<file path="config.mk">
export PLATFORM = sky130hd
export DESIGN_NAME = multicycle_control
export DESIGN_NICKNAME = d
export VERILOG_FILES = /design/src/rtl/cpu_pkg.sv /design/src/rtl/control_decode.sv /design/src/rtl/multicycle_control.sv
export SDC_FILE = /design/constraint.sdc
export NUM_CORES = 1
export LEC_CHECK = 0
export CAP_MARGIN = 20
export CORE_MARGIN = 2
export CORE_UTILIZATION = 40
export CTS_BUF_LIST = sky130_fd_sc_hd__clkbuf_2
export DETAILED_ROUTE_END_ITERATION = 6
export DONT_BUFFER_PORTS = 1
export GPL_ROUTABILITY_DRIVEN = 0
export PLACE_DENSITY_LB_ADDON = 0.1
export SETUP_SLACK_MARGIN = 0.2
export SLEW_MARGIN = 20
export SYNTH_ARGS = -nofsm -noshare
export SYNTH_HDL_FRONTEND = slang
export SYNTH_SLANG_ARGS = --single-unit
</file>
<file path="constraint.sdc">
create_clock -name clk -period 1.7 [get_ports clk]
set_input_delay 0.17 -clock clk [delete_from_list [all_inputs] [get_ports clk]]
set_output_delay 0.17 -clock clk [all_outputs]
set_load 0.01 [all_outputs]
</file>
<file path="src/rtl/cpu_pkg.sv">
// Shared encodings for the multicycle CPU control path: opcodes, ALU control
// classes and the control FSM state type.
package cpu_pkg;

   localparam logic [5:0] OP_RTYPE = 6'h00;
   localparam logic [5:0] OP_ADDI  = 6'h08;
   localparam logic [5:0] OP_LW    = 6'h23;
   localparam logic [5:0] OP_SW    = 6'h2B;
   localparam logic [5:0] OP_BEQ   = 6'h04;

   localparam logic [2:0] ALU_RTYPE = 3'b000;
   localparam logic [2:0] ALU_ADD   = 3'b001;
   localparam logic [2:0] ALU_SUB   = 3'b010;

   // WB_I is the reg_dst=0 write-back used by addi.
   typedef enum logic [3:0] {
      S_IDLE,
      S_FETCH,
      S_DECODE,
      S_EXEC_R,
      S_EXEC_I,
      S_MEM_ADDR,
      S_MEM_RD,
      S_MEM_WB,
      S_MEM_WR,
      S_WB_R,
      S_WB_I,
      S_BRANCH,
      S_ERR
   } state_e;

   function automatic state_e decode_target(input logic [5:0] op);
      state_e nxt;
      case (op)
         OP_RTYPE:      nxt = S_EXEC_R;
         OP_ADDI:       nxt = S_EXEC_I;
         OP_LW, OP_SW:  nxt = S_MEM_ADDR;
         OP_BEQ:        nxt = S_BRANCH;
         default:       nxt = S_ERR;
      endcase
      return nxt;
   endfunction

endpackage

</file>
<file path="src/rtl/control_decode.sv">
// Output decode for the multicycle controller: datapath strobes and selects
// from the current state (plus the fetch handshake for IR/PC latching).
module control_decode
   import cpu_pkg::*;
(
   input  state_e     state,
   input  logic       mem_ready,
   output logic [2:0] ALUOp,
   output logic       pc_write,
   output logic       pc_write_cond,
   output logic       ir_write,
   output logic       mem_read,
   output logic       mem_write,
   output logic       reg_write,
   output logic       reg_dst,
   output logic       alu_src,
   output logic       mem_to_reg,
   output logic       iord,
   output logic       busy,
   output logic       error
);

   always_comb begin
      ALUOp         = ALU_RTYPE;
      pc_write      = 1'b0;
      pc_write_cond = 1'b0;
      ir_write      = 1'b0;
      mem_read      = 1'b0;
      mem_write     = 1'b0;
      reg_write     = 1'b0;
      reg_dst       = 1'b0;
      alu_src       = 1'b0;
      mem_to_reg    = 1'b0;
      iord          = 1'b0;
      busy          = (state != S_IDLE);
      error         = 1'b0;
      case (state)
         S_FETCH: begin
            mem_read = 1'b1;
            ALUOp    = ALU_ADD;
            ir_write = mem_ready;
            pc_write = mem_ready;
         end
         S_DECODE:   ALUOp = ALU_ADD;
         S_EXEC_R:   ALUOp = ALU_RTYPE;
         S_EXEC_I, S_MEM_ADDR: begin
            ALUOp   = ALU_ADD;
            alu_src = 1'b1;
         end
         S_MEM_RD: begin
            mem_read = 1'b1;
            iord     = 1'b1;
         end
         S_MEM_WB: begin
            reg_write  = 1'b1;
            mem_to_reg = 1'b1;
         end
         S_MEM_WR: begin
            mem_write = 1'b1;
            iord      = 1'b1;
         end
         S_WB_R: begin
            reg_write = 1'b1;
            reg_dst   = 1'b1;
         end
         S_WB_I:     reg_write = 1'b1;
         S_BRANCH: begin
            ALUOp         = ALU_SUB;
            pc_write_cond = 1'b1;
         end
         S_ERR:      error = 1'b1;
         default: ;
      endcase
   end

endmodule

</file>
<file path="src/rtl/multicycle_control.sv">
// Multicycle CPU control FSM with retired-instruction counter; output decoding
// lives in control_decode.
module multicycle_control
   import cpu_pkg::*;
#(
   parameter int CNT_W = 16
) (
   input  logic             clk,
   input  logic             rst_n,
   input  logic             run,
   input  logic [5:0]       opcode,
   input  logic             mem_ready,
   input  logic             zero,
   output logic [2:0]       ALUOp,
   output logic             pc_write,
   output logic             pc_write_cond,
   output logic             ir_write,
   output logic             mem_read,
   output logic             mem_write,
   output logic             reg_write,
   output logic             reg_dst,
   output logic             alu_src,
   output logic             mem_to_reg,
   output logic             iord,
   output logic             busy,
   output logic             error,
   output logic [CNT_W-1:0] retired
);

   state_e           state_q, state_d;
   logic             is_store_q, is_store_d;
   logic [CNT_W-1:0] retired_q, retired_d;
   logic             complete;

   // The branch decision is taken in the datapath, so zero is not needed here.
   logic unused_zero;
   assign unused_zero = zero;

   always_comb begin
      state_d    = state_q;
      is_store_d = is_store_q;
      retired_d  = retired_q;
      complete   = 1'b0;
      case (state_q)
         S_IDLE:     if (run) state_d = S_FETCH;
         S_FETCH:    if (mem_ready) state_d = S_DECODE;
         S_DECODE: begin
            // opcode is only valid here, so remember load vs store for MEM_ADDR.
            state_d    = decode_target(opcode);
            is_store_d = (opcode == OP_SW);
         end
         S_EXEC_R:   state_d = S_WB_R;
         S_EXEC_I:   state_d = S_WB_I;
         S_MEM_ADDR: state_d = is_store_q ? S_MEM_WR : S_MEM_RD;
         S_MEM_RD:   if (mem_ready) state_d = S_MEM_WB;
         S_MEM_WR:   complete = mem_ready;
         S_MEM_WB, S_WB_R, S_WB_I, S_BRANCH: complete = 1'b1;
         S_ERR:      if (!run) state_d = S_IDLE;
         default:    state_d = S_IDLE;
      endcase
      if (complete) begin
         retired_d = retired_q + CNT_W'(1);
         state_d   = run ? S_FETCH : S_IDLE;
      end
   end

   always_ff @(posedge clk) begin
      if (!rst_n) begin
         state_q    <= S_IDLE;
         is_store_q <= 1'b0;
         retired_q  <= '0;
      end else begin
         state_q    <= state_d;
         is_store_q <= is_store_d;
         retired_q  <= retired_d;
      end
   end

   assign retired = retired_q;

   control_decode u_decode (
      .state         (state_q),
      .mem_ready     (mem_ready),
      .ALUOp         (ALUOp),
      .pc_write      (pc_write),
      .pc_write_cond (pc_write_cond),
      .ir_write      (ir_write),
      .mem_read      (mem_read),
      .mem_write     (mem_write),
      .reg_write     (reg_write),
      .reg_dst       (reg_dst),
      .alu_src       (alu_src),
      .mem_to_reg    (mem_to_reg),
      .iord          (iord),
      .busy          (busy),
      .error         (error)
   );

endmodule

</file>
==> impl_metrics.py, run 1 <==
metrics = {
    "outcome": {
        "status": "complete, no violations",
    },
    "detailed_routing": {
        "wl_per_cell_microns": 17.19,
        "antenna_left": 0,
        "finalWirelength_mm": 4.779,
        "dr.pass1.iters": 4,
        "drc": 0,
        "drtIter0Drc": 68,
        "vias": 1645,
        "vias_per_cell": 5.917,
    },
    "final_layout": {
        "drive_gt1_share_pct": 42.17,
        "fillers": 340,
        "syn2layout_area_growth_pct": 44.95,
        "layout.nets": 243,
        "postLayoutCoreUtil_pct": 60.38,
        "antenna_cells": 0,
    },
    "clock_network": {
        "clock-sinks": 21,
        "cts_buffers": 3,
        "clk_latency_ns": 0.34,
        "cts_tree": "built",
        "cts_htree_levels": 1,
        "clk_path_buf_depth": 2,
        "root_buffer": "clkbuf_2",
        "clk_pin_slew_ns": 0.21,
    },
    "global_route": {
        "grt_pass1_vias": 1600,
        "grt_usage_pct": 21.95,
        "overflow": 0,
        "grt_pass1_wl_mm": 7.417,
        "grt_max_degree": 32,
        "antenna_found_initial": 0,
    },
    "power": {
        "power_density_nw_per_um2": 949.7,
        "ir_drop_mv": 0.6661,
        "total_power_uw": 2115,
        "leakagePower_uw": 0.0007757,
    },
    "sta": {
        "max_freq_mhz": 641.6,
        "slew-limit-headroom_pct": 64.86,
        "hold_viol": 0,
        "rsz0062_at_grt": "true",
        "drv_slew": 0,
        "layout_min_cycle_time_ns": 1.559,
        "fin_crit_sh_pct": 91.69,
        "setup_viol": 0,
        "fin_ws_ns": 0.1413,
        "fin_setup_tns_ns": 0,
        "skew_ns": 0.008367,
        "tightest_slew_ns": 0.5271,
    },
    "synth": {
        "syn_nets": 213,
        "yosysSeqAreaShare_pct": 27.36,
        "synth_seq_cells": 21,
        "syn-cell-area_sq_um": 1536,
        "synth_cell_types": 45,
        "avgSynthCellArea_sq_um": 7.644,
        "yosys_warnings": 0,
        "syn-instance-count": 201,
    },
    "worst_setup_path": {
        "worstPathMaxFanout": 7,
        "start_kind": "flop",
        "cpMostUsedCell": "buf_6",
        "slowest_delay_ns": 0.41,
        "criticalPathCategory": "flop to flop",
        "crit_required_ns": 1.99,
        "cp_slowest_cell": "dfxtp_4",
        "arrival_ns": 1.85,
        "worst_setup_path_end_kind": "flop",
        "worstPathCellList": "buf_6, nor2b_4, o21ai_2, buf_6, a211oi_4, mux2i_1",
    },
    "die": {
        "core_region_area_sq_um": 3689,
        "die_x_microns": 65.98,
        "num_rows": 22,
        "die-height_microns": 65.98,
        "io_pins": 42,
        "initial_core_util_pct": 41.66,
        "dieArea_sq_um": 4353,
    },
    "job": {
        "cap_violations": 0,
    },
    "placed_design": {
        "dpl.hpwl_mm": 2.905,
        "io_buffers": 0,
        "place_ws_ns": 0.07858,
    },
    "hold_path": {
        "hold_class": "primary input to flop",
    },
}
-- kinds of logic after synthesis --
| kind of cell | count (synthesis) | share of synthesized area (%) |
|---|---|---|
| flops | 21 | 27.36 |
| xor+xnor | 1 | 0.5701 |
| other cells | 1 | 0.2441 |
| compound gates | 46 | 21.66 |
| buf+inv | 21 | 6.922 |
| fa+ha+maj | 1 | 0.8142 |
| mux | 14 | 9.120 |
| simple gates | 96 | 33.31 |
-- critical path: cells and delay by family, from the launching register on --
kind	cells	cell delay, ns
flops	1	0.41
mux	1	0.22
buf+inv	2	0.30
compound gates	2	0.34
simple gates	1	0.23
-- registers in the layout, indices dropped and copies added (netlist names) --
signal	flops
retired	16
state_q	4
is_store_q	1
-- cell usage in the layout (no fill, tap or decap), types with 5 or more instances in the layout --
| cell type | count |
|---|---|
| buf_4 | 24 |
| nand2_1 | 20 |
| nand2b_1 | 16 |
| dfxtp_1 | 15 |
| mux2i_1 | 14 |
| nand3_1 | 12 |
| buf_6 | 9 |
| a21oi_2 | 7 |
| nor2_4 | 5 |
| nor3_1 | 5 |
| nand4_1 | 5 |
-- synthesized netlist by cell type, drive strengths merged --
cell | number | share of area [%]
a2111o | 1 | 0.73
a2111oi | 1 | 0.98
a211o | 1 | 0.57
a211oi | 6 | 2.9
a21boi | 1 | 0.49
a21o | 1 | 0.49
a21oi | 14 | 4.6
a221oi | 1 | 0.98
a311oi | 1 | 0.57
a32o | 1 | 0.65
and2 | 1 | 0.41
and3 | 6 | 2.4
and3b | 2 | 1.1
and4 | 2 | 1.1
buf | 12 | 4.7
clkbuf | 5 | 1.2
conb | 1 | 0.24
dfxtp | 21 | 27
ha | 1 | 0.81
inv | 4 | 0.98
mux2i | 14 | 9.1
nand2 | 22 | 5.4
nand2b | 18 | 7.3
nand3 | 12 | 3.9
nand4 | 5 | 2.0
nor2 | 13 | 3.2
nor2b | 6 | 2.9
nor3 | 6 | 2.0
nor4b | 1 | 0.57
o2111ai | 1 | 0.98
o211a | 1 | 0.65
o21a | 2 | 0.98
o21ai | 10 | 3.7
o221a | 1 | 0.73
o311ai | 1 | 0.57
o31a | 1 | 0.57
o31ai | 1 | 0.49
or3 | 1 | 0.41
or4 | 1 | 0.49
xor2 | 1 | 0.57
-- final timing paths --
kind / slack, ns / cells after the start / to / from
min reg2reg: 0.49 / 2 / is_store_q$_SDFFE_PN0P_ / is_store_q$_SDFFE_PN0P_
max: 0.14 / 6 / retired[13]$_SDFFE_PN0P_ / state_q[2]$_SDFFE_PN0P_
min: 0.03 / 3 / is_store_q$_SDFFE_PN0P_ / opcode[4]
max reg2reg: 0.14 / 6 / retired[13]$_SDFFE_PN0P_ / state_q[2]$_SDFFE_PN0P_
-- power by group --
part           internal (uW)  leakage [uW]  switching [uW]
clock network           53.3     0.0000164             165
registers                541      0.000174            52.9
logic                    585      0.000586             718
total                   1180      0.000776             936
-- stage by stage --
step | hold WS [ns] | area [sq um] | cells
detailed placement | 0.3233 | 1662 | 252
CTS | 0.01597 | 1959 | 271
finish | 0.02856 | 2227 | 278
floorplan | 0.3243 | 1543 | 201
global route | 0.04460 | 2227 | 278
global placement | 0.3174 | 1662 | 252
-- routing by layer --
layer	track usage, %	wire length, microns
met1	23.05	1815
met2	44.44	2719
met3	2.555	172
met4	6.888	72
met5	0	0
-- repair_timing --
action / CTS / global route
gates resized for setup: 36 / 49
pin swaps: 6 / 15
cloned: 0 / 2
hold buffers: 5 / 0
setup endpoints to repair: 30 / 31
setup buffers: 10 / 5
endpoints found under the hold margin: 19 / 0
-- cell type report --
| cell class | count | area, sq um | area share [%] |
|---|---|---|---|
| flip-flops and latches | 21 | 437.9 | 19.66 |
| clock inverters | 1 | 5.005 | 0.2247 |
| clock buffers | 3 | 15.01 | 0.6742 |
| repair buffers | 42 | 391.6 | 17.58 |
| multi-input cells | 159 | 1303 | 58.48 |
| inverters | 4 | 15.01 | 0.6742 |
| well taps | 48 | 60.06 | 2.697 |
Note: power is estimated with default switching activity, not from simulation.
==> inputs of run 2 (changes only) <==
--- a/config.mk
+++ b/config.mk
@@ -5,6 +5,7 @@
 export SDC_FILE = /design/constraint.sdc
 export NUM_CORES = 1
 export LEC_CHECK = 0
+export ABC_AREA = 1
 export CAP_MARGIN = 20
 export CORE_MARGIN = 2
 export CORE_UTILIZATION = 40
==> run 2 against run 1 <==
Compared with the run above: maximum frequency increased by 6.9%; combinational power decreased by 32%; first-iteration DRC count increased by 13%; clock skew decreased by 0.0057 ns; synthesized cell count increased by 25%; worst hold slack improved by 0.011 ns; register-to-register slack improved by 0.14 ns; flip-flop and latch count unchanged; synthesized area increased by 5.3%; critical path depth decreased by 1; global-route usage decreased by 3.8 points; clock power increased by 2%; largest cell class unchanged; largest power group unchanged; highest routed layer unchanged.
==> impl_metrics.py, run 2 <==
metrics = {
    "synth": {
        "syn-instance-count": 252,
        "synth_cell_types": 28,
        "synth_common_cells": "nand2_1, nor2_1, inv_1, dfxtp_1, nand3_1",
        "syn-cell-area_sq_um": 1618,
        "yosys_warnings": 0,
        "yosys.area.top_type": "dfxtp_1",
        "avgSynthCellArea_sq_um": 6.420,
        "synth_edf_count": 0,
        "yosys.cell_count.top_type": "nand2_1",
        "synth_seq_cells": 21,
        "ys.flop_type": "dfxtp_1",
        "async_reset_ff_share_pct": 0,
        "netlist.area_leader.share_pct": 25.99,
        "syn_nets": 264,
        "synth_area_leaders": "dfxtp_1, nand2_1, nor2_1",
        "yosysSeqAreaShare_pct": 25.99,
    },
    "worst_setup_path": {
        "crit_required_ns": 1.53,
        "start_kind": "flop",
        "criticalPathCategory": "flop to primary output",
        "arrival_ns": 1.29,
        "worst_setup_path_end_kind": "primary output",
        "cp_slowest_cell": "dfxtp_4",
        "slowest_delay_ns": 0.49,
        "worstPathMaxFanout": 7,
        "path_buf_inv": 2,
        "worstPathCellList": "inv_6, nor2_4, nand2_2, buf_6, o21ai_4",
        "critical_path.top_delay_family": "flip-flops",
    },
    "global_route": {
        "overflow": 0,
        "grt_pass1_vias": 1422,
        "grt_pass1_wl_mm": 6.437,
        "antenna_found_initial": 0,
        "grt_usage_pct": 18.16,
        "grt_max_degree": 21,
    },
    "die": {
        "num_rows": 23,
        "die_x_microns": 67.60,
        "io_pins": 42,
        "dieArea_sq_um": 4569,
        "initial_core_util_pct": 41.03,
        "core_region_area_sq_um": 3943,
        "die-height_microns": 67.60,
    },
    "sta": {
        "fin_setup_tns_ns": 0,
        "max_freq_mhz": 686.0,
        "fin_crit_sh_pct": 85.74,
        "fin_ws_ns": 0.2423,
        "layout_min_cycle_time_ns": 1.458,
        "rsz0062_at_grt": "true",
        "drv_slew": 0,
        "skew_ns": 0.002649,
        "setup_viol": 0,
        "hold_viol": 0,
    },
    "final_layout": {
        "final_cell_mix": "nand2_1, nor2_1, inv_1",
        "layout.nets": 284,
        "largest_register_ffs": 16,
        "syn2layout_area_growth_pct": 23.36,
        "antenna_cells": 0,
        "mostFrequentLayoutCell": "nand2_1",
        "drive_gt1_share_pct": 34.32,
    },
    "detailed_routing": {
        "vias": 1587,
        "wl_met2_mm": 1.901,
        "drtIter0Drc": 77,
        "wl_per_cell_microns": 12.73,
        "wl_met1_mm": 2.012,
        "antenna_left": 0,
        "dr.pass1.iters": 4,
        "dr_wl_met3_microns": 146,
        "finalWirelength_mm": 4.086,
        "drc": 0,
        "vias_per_cell": 4.944,
        "top_layer_used": "met4",
    },
    "hold_path": {
        "hold_class": "primary input to flop",
    },
    "clock_network": {
        "clk_path_buf_depth": 2,
        "clk_pin_slew_ns": 0.21,
        "clk_latency_ns": 0.34,
        "cts_buffers": 3,
        "root_buffer": "clkbuf_2",
        "cts_htree_levels": 1,
        "cts_tree": "built",
        "clock-sinks": 21,
    },
    "power": {
        "leakagePower_uw": 0.0007337,
        "ir_drop_mv": 0.4997,
        "power_density_nw_per_um2": 893.2,
    },
    "job": {
        "cap_violations": 0,
    },
    "outcome": {
        "status": "complete, no violations",
    },
    "placed_design": {
        "dpl.hpwl_mm": 2.934,
        "io_buffers": 0,
        "place_ws_ns": 0.1944,
    },
}
## run 2: worst min-delay path, delay by kind of cell
family        cells  cell delay [ns]
simple gates      4             0.19
## run 2: through the flow
| step | hold WS (ns) | cells | utilization (%) | instance area [sq um] | power, uW |
|---|---|---|---|---|---|
| global route | 0.01372 | 321 | 50.62 | 1996 | 1923 |
| CTS | 0.01286 | 315 | 46.21 | 1822 | 1606 |
| detailed placement | 0.2961 | 309 | 43.95 | 1733 | 1303 |
| floorplan | 0.2904 | 252 | - | 1618 | 1177 |
| finish | 0.03981 | 321 | 50.62 | 1996 | 1783 |
| global placement | 0.2969 | 309 | 43.95 | 1733 | 1298 |
## run 2: where the power goes
part           leakage, uW  total [uW]  switching [uW]  internal (uW)
registers         0.000175         673             118            555
clock network    0.0000126         222             168           54.7
logic             0.000546         887             569            319
## run 2: logic make-up after synthesis
| family | share of synthesized area [%] |
|---|---|
| flip-flops | 25.99 |
| AO/OA/AOI/OAI | 11.14 |
| adder cells (fa/ha/maj) | 0.7733 |
| other | 0.2318 |
| XOR/XNOR | 4.331 |
| AND/OR/NAND/NOR | 47.49 |
| buffers and inverters | 10.05 |
## run 2: repair_timing
action | CTS | global route
gates cloned | 0 | 1
setup buffers | 1 | 5
hold buffers | 1 | 0
hold endpoints to repair | 9 | 0
resized for setup | 22 | 37
endpoints found under the setup margin | 21 | 22
pin swaps | 0 | 11
## run 2: worst paths after layout
kind / startpoint / endpoint / slack, ns / cells past startpoint
worst min register to register: is_store_q$_SDFFE_PN0P_ / is_store_q$_SDFFE_PN0P_ / 0.54 / 2
worst min-delay path: run / state_q[0]$_SDFFE_PN0P_ / 0.04 / 4
worst max register to register: state_q[0]$_SDFFE_PN0P_ / retired[3]$_SDFFE_PN0P_ / 0.28 / 10
worst max-delay path: state_q[1]$_SDFFE_PN0P_ / iord / 0.24 / 5
## run 2: routing by layer
layer  vias to the layer above  GRT usage [%]
met5                         -              0
met4                         0          2.296
met3                         2          4.667
met2                        30          29.66
met1                       713          24.55
li1                        842              -
## run 2: layout make-up
| type | instances | area [sq um] |
|---|---|---|
| fillers | 404 | 1947 |
| multi-input cells | 199 | 1176 |
| flip-flops and latches | 21 | 441.7 |
| repair buffers | 21 | 180.2 |
| inverters | 26 | 112.6 |
| well taps | 50 | 62.56 |
| clock buffers | 3 | 15.01 |
| clock inverters | 1 | 7.507 |
